### src/rtl/mul_pkg.sv
// Shared types and helpers for the FP multiplier datapath.
package mul_pkg;

    typedef struct packed {
        logic zero;
        logic inf;
        logic nan;
        logic snan;
    } fp_class_t;

    // Widest mantissa the quiet-NaN helper can handle.
    localparam int unsigned MUL_MAX_MANT_W = 64;
    localparam int unsigned MUL_FLAG_W = 1;
    localparam int unsigned MUL_FLAG_INVALID = 0;

    // Quiets a NaN mantissa of width mant_w: forces its MSB, keeps the payload below it.
    function automatic logic [MUL_MAX_MANT_W-1:0] qnan_mant(
        input logic [MUL_MAX_MANT_W-1:0] mant,
        input int unsigned               mant_w
    );
        return mant | (MUL_MAX_MANT_W'(1) << (mant_w - 1));
    endfunction

endpackage

### src/rtl/mul_special_pipe_if.sv
// Operand/result handshake bundle for mul_special_pipe; master is the driver, slave the block.
interface mul_special_pipe_if #(
    parameter int unsigned EXPO_W = 8,
    parameter int unsigned MANT_W = 23,
    parameter int unsigned TAG_W  = 4
);
    localparam int unsigned W = 1 + EXPO_W + MANT_W;

    logic             in_valid;
    logic             in_ready;
    logic [W-1:0]     a;
    logic [W-1:0]     b;
    logic [TAG_W-1:0] in_tag;
    logic             out_valid;
    logic             out_ready;
    logic             special;
    logic [W-1:0]     res;
    logic [TAG_W-1:0] out_tag;
    logic             out_invalid;
    logic             flag_clr;
    logic             flags;

    modport master (
        output in_valid, a, b, in_tag, out_ready, flag_clr,
        input  in_ready, out_valid, special, res, out_tag, out_invalid, flags
    );

    modport slave (
        input  in_valid, a, b, in_tag, out_ready, flag_clr,
        output in_ready, out_valid, special, res, out_tag, out_invalid, flags
    );

endinterface

### src/rtl/mul_fp_classify.sv
// Combinational operand classifier: zero, Inf, NaN, signalling NaN.
module mul_fp_classify
    import mul_pkg::*;
#(
    parameter int unsigned EXPO_W = 8,
    parameter int unsigned MANT_W = 23
) (
    input  logic [EXPO_W-1:0] expo_i,
    input  logic [MANT_W-1:0] mant_i,
    output fp_class_t         cls_o
);

    logic expo_ones;
    logic expo_zero;
    logic mant_zero;

    always_comb begin
        expo_ones  = &expo_i;
        expo_zero  = ~|expo_i;
        mant_zero  = ~|mant_i;
        cls_o.zero = expo_zero & mant_zero;
        cls_o.inf  = expo_ones & mant_zero;
        cls_o.nan  = expo_ones & ~mant_zero;
        cls_o.snan = expo_ones & ~mant_zero & ~mant_i[MANT_W-1];
    end

endmodule

### src/rtl/mul_special_pipe.sv
// Two-stage special-operand resolution for the FP multiplier with sticky invalid flag.
// Define MUL_SPECIAL_CANON_NAN_EN to replace every NaN result with the canonical quiet NaN.
module mul_special_pipe
    import mul_pkg::*;
#(
    parameter int unsigned EXPO_W = 8,
    parameter int unsigned MANT_W = 23,
    parameter int unsigned TAG_W  = 4
) (
    input logic              clk,
    input logic              rst_n,
    mul_special_pipe_if.slave io
);

    localparam int unsigned W = 1 + EXPO_W + MANT_W;
    localparam logic [EXPO_W-1:0] ExpoOnes = {EXPO_W{1'b1}};
    localparam logic [MANT_W-1:0] QuietMsb = {1'b1, {(MANT_W-1){1'b0}}};

    fp_class_t cls_a, cls_b;

    mul_fp_classify #(.EXPO_W(EXPO_W), .MANT_W(MANT_W)) u_cls_a (
        .expo_i (io.a[W-2 -: EXPO_W]),
        .mant_i (io.a[MANT_W-1:0]),
        .cls_o  (cls_a)
    );

    mul_fp_classify #(.EXPO_W(EXPO_W), .MANT_W(MANT_W)) u_cls_b (
        .expo_i (io.b[W-2 -: EXPO_W]),
        .mant_i (io.b[MANT_W-1:0]),
        .cls_o  (cls_b)
    );

    // S1: operand sign/mantissa plus classification.
    logic             s1_valid_q;
    logic             a_sign_q, b_sign_q;
    logic [MANT_W-1:0] a_mant_q, b_mant_q;
    logic [TAG_W-1:0] s1_tag_q;
    fp_class_t        cls_a_q, cls_b_q;

    // S2: resolved result.
    logic             s2_valid_q;
    logic [W-1:0]     res_q, res_d;
    logic             special_q, special_d;
    logic             invalid_q, invalid_d;
    logic [TAG_W-1:0] s2_tag_q;
    logic [MUL_FLAG_W-1:0] flags_q, flags_d;

    logic s2_ready, s1_ready, out_fire;
    logic [W-1:0] nan_a, nan_b, dflt_nan;
    logic sign_x;

    assign s2_ready = ~s2_valid_q | io.out_ready;
    assign s1_ready = ~s1_valid_q | s2_ready;
    assign out_fire = s2_valid_q & io.out_ready;
    assign sign_x   = a_sign_q ^ b_sign_q;

`ifdef MUL_SPECIAL_CANON_NAN_EN
    assign nan_a    = {1'b0, ExpoOnes, QuietMsb};
    assign nan_b    = {1'b0, ExpoOnes, QuietMsb};
    assign dflt_nan = {1'b0, ExpoOnes, QuietMsb};
`else
    assign nan_a    = {a_sign_q, ExpoOnes,
                       MANT_W'(qnan_mant(MUL_MAX_MANT_W'(a_mant_q), MANT_W))};
    assign nan_b    = {b_sign_q, ExpoOnes,
                       MANT_W'(qnan_mant(MUL_MAX_MANT_W'(b_mant_q), MANT_W))};
    assign dflt_nan = {1'b1, ExpoOnes, QuietMsb};
`endif

    always_comb begin
        res_d     = '0;
        special_d = 1'b1;
        invalid_d = cls_a_q.snan | cls_b_q.snan;
        if (cls_a_q.nan) begin
            res_d = nan_a;
        end else if (cls_b_q.nan) begin
            res_d = nan_b;
        end else if ((cls_a_q.zero & cls_b_q.inf) | (cls_a_q.inf & cls_b_q.zero)) begin
            res_d     = dflt_nan;
            invalid_d = 1'b1;
        end else if (cls_a_q.inf | cls_b_q.inf) begin
            res_d = {sign_x, ExpoOnes, {MANT_W{1'b0}}};
        end else if (cls_a_q.zero | cls_b_q.zero) begin
            res_d = {sign_x, {(W-1){1'b0}}};
        end else begin
            special_d = 1'b0;
        end
    end

    // Set beats clear when both happen together.
    always_comb begin
        flags_d = flags_q;
        if (io.flag_clr) flags_d[MUL_FLAG_INVALID] = 1'b0;
        if (out_fire & invalid_q) flags_d[MUL_FLAG_INVALID] = 1'b1;
    end

    always_ff @(posedge clk or negedge rst_n) begin
        if (!rst_n) begin
            s1_valid_q <= 1'b0;
            a_sign_q   <= 1'b0;
            b_sign_q   <= 1'b0;
            a_mant_q   <= '0;
            b_mant_q   <= '0;
            s1_tag_q   <= '0;
            cls_a_q    <= '0;
            cls_b_q    <= '0;
            s2_valid_q <= 1'b0;
            res_q      <= '0;
            special_q  <= 1'b0;
            invalid_q  <= 1'b0;
            s2_tag_q   <= '0;
            flags_q    <= '0;
        end else begin
            flags_q <= flags_d;
            if (s1_ready) begin
                s1_valid_q <= io.in_valid;
                if (io.in_valid) begin
                    a_sign_q <= io.a[W-1];
                    b_sign_q <= io.b[W-1];
                    a_mant_q <= io.a[MANT_W-1:0];
                    b_mant_q <= io.b[MANT_W-1:0];
                    s1_tag_q <= io.in_tag;
                    cls_a_q  <= cls_a;
                    cls_b_q  <= cls_b;
                end
            end
            if (s2_ready) begin
                s2_valid_q <= s1_valid_q;
                if (s1_valid_q) begin
                    res_q     <= res_d;
                    special_q <= special_d;
                    invalid_q <= invalid_d;
                    s2_tag_q  <= s1_tag_q;
                end
            end
        end
    end

    assign io.in_ready    = s1_ready;
    assign io.out_valid   = s2_valid_q;
    assign io.res         = res_q;
    assign io.special     = special_q;
    assign io.out_tag     = s2_tag_q;
    assign io.out_invalid = invalid_q;
    assign io.flags       = flags_q[MUL_FLAG_INVALID];

endmodule

### src/flat_wrapper.sv
// flat-port wrapper written by rule: the top's interface ports become plain ports
module mul_special_pipe_flat import mul_pkg::*;
#(
    parameter int unsigned EXPO_W = 8,
    parameter int unsigned MANT_W = 23,
    parameter int unsigned TAG_W  = 4
)
  (clk, rst_n, io_in_valid, io_a, io_b, io_in_tag, io_out_ready, io_flag_clr, io_in_ready, io_out_valid, io_special, io_res, io_out_tag, io_out_invalid, io_flags);
  mul_special_pipe_if #(.EXPO_W(EXPO_W), .MANT_W(MANT_W), .TAG_W(TAG_W)) io_i ();
  input logic clk;
  input logic rst_n;
  input wire logic [$bits(io_i.in_valid)-1:0] io_in_valid;
  input wire logic [$bits(io_i.a)-1:0] io_a;
  input wire logic [$bits(io_i.b)-1:0] io_b;
  input wire logic [$bits(io_i.in_tag)-1:0] io_in_tag;
  input wire logic [$bits(io_i.out_ready)-1:0] io_out_ready;
  input wire logic [$bits(io_i.flag_clr)-1:0] io_flag_clr;
  output wire logic [$bits(io_i.in_ready)-1:0] io_in_ready;
  output wire logic [$bits(io_i.out_valid)-1:0] io_out_valid;
  output wire logic [$bits(io_i.special)-1:0] io_special;
  output wire logic [$bits(io_i.res)-1:0] io_res;
  output wire logic [$bits(io_i.out_tag)-1:0] io_out_tag;
  output wire logic [$bits(io_i.out_invalid)-1:0] io_out_invalid;
  output wire logic [$bits(io_i.flags)-1:0] io_flags;
  assign io_i.in_valid = io_in_valid;
  assign io_i.a = io_a;
  assign io_i.b = io_b;
  assign io_i.in_tag = io_in_tag;
  assign io_i.out_ready = io_out_ready;
  assign io_i.flag_clr = io_flag_clr;
  assign io_in_ready = io_i.in_ready;
  assign io_out_valid = io_i.out_valid;
  assign io_special = io_i.special;
  assign io_res = io_i.res;
  assign io_out_tag = io_i.out_tag;
  assign io_out_invalid = io_i.out_invalid;
  assign io_flags = io_i.flags;
  mul_special_pipe #(.EXPO_W(EXPO_W), .MANT_W(MANT_W), .TAG_W(TAG_W)) u_core (.clk(clk), .rst_n(rst_n), .io(io_i));
endmodule
### config.mk
export PLATFORM = sky130hd
export DESIGN_NAME = mul_special_pipe_flat
export DESIGN_NICKNAME = d
export VERILOG_FILES = /design/src/rtl/mul_pkg.sv /design/src/rtl/mul_special_pipe_if.sv /design/src/rtl/mul_fp_classify.sv /design/src/rtl/mul_special_pipe.sv /design/src/flat_wrapper.sv
export SDC_FILE = /design/constraint.sdc
export NUM_CORES = 1
export LEC_CHECK = 0
export BUFFER_PORTS_ARGS = -buffer_cell sky130_fd_sc_hd__clkbuf_2
export CORE_MARGIN = 2
export CORE_UTILIZATION = 50
export DETAILED_ROUTE_END_ITERATION = 8
export PLACE_DENSITY = 0.77
export SYNTH_ARGS = -nofsm -noshare
export SYNTH_HDL_FRONTEND = slang
export SYNTH_HIERARCHICAL = 1
export SYNTH_SLANG_ARGS = --single-unit
### constraint.sdc
create_clock -name clk -period 2.7 [get_ports clk]
set_input_delay 0.135 -clock clk [delete_from_list [all_inputs] [get_ports clk]]
set_output_delay 0.135 -clock clk [all_outputs]
set_load 0.01 [all_outputs]
==> impl_results.md <==
* Combinational share of power at 18.5%
* PD cells at 641 nW/um2
* Critical Path RT at 2940 ps
* Bufs on Longest Clock Path at 2
* Nets at 499
* Gr usage total at 23.0%
* Area delta synth->final at 18.4%
* Post-synth EDFFs at 0
* Setup violators final at 0
* Hold violation count in the final report at 0
* Initial core utilization at 50.9%
* CORE AREA at 8130 um2
* Kind of end point of the critical path: flip-flop
* Worst min-delay path startpoint: io_in_tag[2]
* M3 GR Usage at 5.11%
* Clk slew on worst S/H paths at 80 ps
* Worst-Margin Slew at 890 ps
* Placer Congestion at 0.815
* Main combinational cell family by area after synthesis: multiplexers
* DRC Markers at 0
* Seq/Total Area, Yosys at 55.6%
* Inserted Diodes at 0
* Critical path buffer and inverter count at 1
* Final Cycle Share at 66.3%
* Post-synthesis compound-gate area fraction at 11.7%
* I/O pin total at 114
* RSZ-0062 raised after global routing: false
* H-Tree Depth at 3
* NetSw at 858 uW
* Max Clock Freq at 558 MHz
* Vias in the first global route at 3133
* Critical Path Source: u_core/io.out_valid$_DFFE_PN0P_
* Leak at 2.25 nW
* WS Path Type: flip-flop to flip-flop
* Mux cell area share after synthesis at 18.7%
* Drt via density at 5.74
* Final TNS setup at 0 ps
* Synth Net Count at 394
* Setup crit start kind: flip-flop
* Die area at 9020 um2
* PortBufs at 113
* Busiest layer in global routing: met2
* Netlist Area Pre-Place at 4140 um2
* Per-cell routed wire length at 18.0 um
* Worst EP arrival at 2030 ps
* Slew margin rel. at 40.7%
* Synth Instances at 321
* Avg Cell Area, Syn at 12.9 um2
* FF-to-FF setup slack at 910 ps
* FF+latch count, synth at 92
* Reg2reg start: u_core/io.out_valid$_DFFE_PN0P_
* Layout cells sized above 1 at 46.6%
* Largest net degree at the start of global routing at 59
* Clk_lat worst skew at 350 ps
* Area occupied by multi-input gates at 1630 um2
* FFs w/ async S/R, synth at 100%
* CTS Buf Count at 9
* Reg power frac at 53.9%
* Max cap viols at 0
* First DRT Iteration DRCs at 172
* Non-filler cells, final at 534
* Initial antenna violation count at 0
* XOR/XNOR Fraction of Synth Area at 0.212%
* Post-CTS setup buffer count at 0
* Worst-path maximum fanout at 31
* Row cnt at 33
* Critical path, cell by cell: nand2b_1, buf_4, and2_4, mux2_2
* Switch share at 27.3%
* CTS tree: yes
* CTS Hold Bufs at 2
* Clock power share at 27.6%
* Min cycle time layout at 1790 ps
* Placed Cells at 517
* Die Height at 95.0 um
* Die width at 95.0 um
* Hpwl dp at 6840 um
* Routed WL at 9620 um
* YS warnings at 6
* Simple-gate share of the synthesized area at 8.89%
* CP delay by family, top: simple AND/OR/NAND/NOR gates
* First-pass GRT wire length at 15600 um
* Slew Viols, Final at 0
* Status: finished, final reports clean
* CTS resizes at 0
* Met2 usage at 37.5%
* Worst path max stage delay at 440 ps
* Netlist cell types at 34
* Post-synth top flop: dfrtp_1
* Clock sink total at 92
* VDD IR max at 0.306 mV
* Post-DRT Antenna Nets at 0
* Post-synthesis adder-cell area fraction at 0%
* CP max-delay cell: dfrtp_1
* Cell-internal power at 2.28 mW
* Met1 Usage GRT at 30.0%
* Via count at 3064
* Worst Hold Class: input pin to flip-flop
* Skew final at 6.46 ps
* CTS root buf: clkbuf_8
* FILL cells at 655
* Grt total ovfl at 0
* Worst hold slack at 12.1 ps
* Register area at 2300 um2
* DRT Pass-1 Iters at 4
==> worst paths after layout <==
path                                                    end  cells past startpoint
setup / recovery           u_core/io.out_tag[3]$_DFFE_PN0P_                      4
hold / removal               u_core/s1_tag_q[2]$_DFFE_PN0P_                      2
setup reg to reg           u_core/io.out_tag[3]$_DFFE_PN0P_                      4
hold reg to reg            u_core/io.out_tag[2]$_DFFE_PN0P_                      1
max in group asynchronous      u_core/io.res[8]$_DFFE_PN0P_                      3
min in group asynchronous   u_core/a_mant_q[13]$_DFFE_PN0P_                      2
==> cell usage in the layout, fill, tap and decap left out, drive strengths merged <==
cell type | synthesis | final
dlygate4sd3 | 0 | 3
a211oi | 2 | 2
clkbuf | 5 | 123
nor2 | 3 | 3
mux2 | 62 | 62
o211a | 1 | 1
nor4 | 15 | 15
a22oi | 21 | 21
o2111ai | 1 | 1
a31oi | 6 | 6
dfrtp | 92 | 92
nand2b | 4 | 4
inv | 4 | 4
nand3b | 1 | 1
nor3 | 6 | 6
buf | 22 | 6
a21oi | 48 | 48
o221ai | 1 | 1
clkinv | 0 | 2
and2 | 3 | 3
o21ai | 1 | 1
and4 | 2 | 2
nand4 | 7 | 7
bufinv | 0 | 1
xnor2 | 1 | 1
nor2b | 1 | 1
nand3 | 3 | 3
or2 | 2 | 2
nand2 | 7 | 7
==> power groups by stage <==
stage | Sequential (mW) | Combinational [mW] | Clock [mW]
after global placement | 1.71 | 0.563 | 0
after detailed placement | 1.72 | 0.579 | 0
final | 1.69 | 0.581 | 0.866
after floorplan | 1.72 | 0.336 | 0
after global routing | 1.72 | 0.641 | 0.936
after CTS | 1.69 | 0.584 | 0.878
==> synth_stat cells, drive strengths merged (3+ instances only) <==
| library cell | instances | area share (%) |
|---|---|---|
| dfrtp | 92 | 56 |
| nor4 | 15 | 3.2 |
| a21oi | 48 | 5.8 |
| nor2 | 3 | 0.27 |
| a31oi | 6 | 0.91 |
| inv | 4 | 0.36 |
| and2 | 3 | 0.51 |
| nand4 | 7 | 1.1 |
| nor3 | 6 | 0.73 |
| nand2 | 7 | 0.82 |
| a22oi | 21 | 3.8 |
| mux2 | 62 | 19 |
| buf | 22 | 4.1 |
| clkbuf | 5 | 0.45 |
| nand2b | 4 | 0.60 |
| nand3 | 3 | 0.36 |
==> logic make-up after synthesis <==
| logic type | after synthesis |
|---|---|
| mux | 62 |
| flops | 92 |
| simple gates | 54 |
| compound gates | 81 |
| buf+inv | 31 |
| xor+xnor | 1 |
==> sequential cells by signal (all words and copies together) (netlist names) <==
register,count
u_core/s1_valid_q,1
u_core/io.flags,1
u_core/cls_a_q,4
u_core/io.res,25
u_core/a_sign_q,1
u_core/a_mant_q,22
u_core/io.special,1
u_core/b_mant_q,22
u_core/io.out_valid,1
u_core/b_sign_q,1
u_core/cls_b_q,4
u_core/io.out_invalid,1
u_core/io.out_tag,4
u_core/s1_tag_q,4
==> per-layer routing <==
metal | share of wire, % | up-vias
met5 | 0 | -
met4 | 2.4 | 0
met3 | 5.1 | 19
met1 | 43 | 1558
met2 | 49 | 94
li1 | - | 1393
==> area by class of cell <==
class | instances | share of cell area (%)
flip-flops and latches | 92 | 47.0
multi-input cells | 198 | 33.3
repair buffers | 121 | 13.2
clock buffers | 11 | 2.68
well taps | 105 | 2.68
clock inverters | 3 | 0.817
inverters | 4 | 0.306
==> stage by stage <==
| stage | instance area (um2) | setup WS, ps | total power [mW] | util, % |
|---|---|---|---|---|
| floorplan | 4140 | 1310 | 2.06 | - |
| global placement | 4700 | 1000 | 2.28 | 57.8 |
| detailed placement | 4700 | 939 | 2.30 | 57.8 |
| CTS | 4890 | 916 | 3.16 | 60.1 |
| global route | 4900 | 834 | 3.29 | 60.3 |
| finish | 4900 | 909 | 3.14 | 60.3 |
Note: power is estimated with default switching activity, not from simulation.
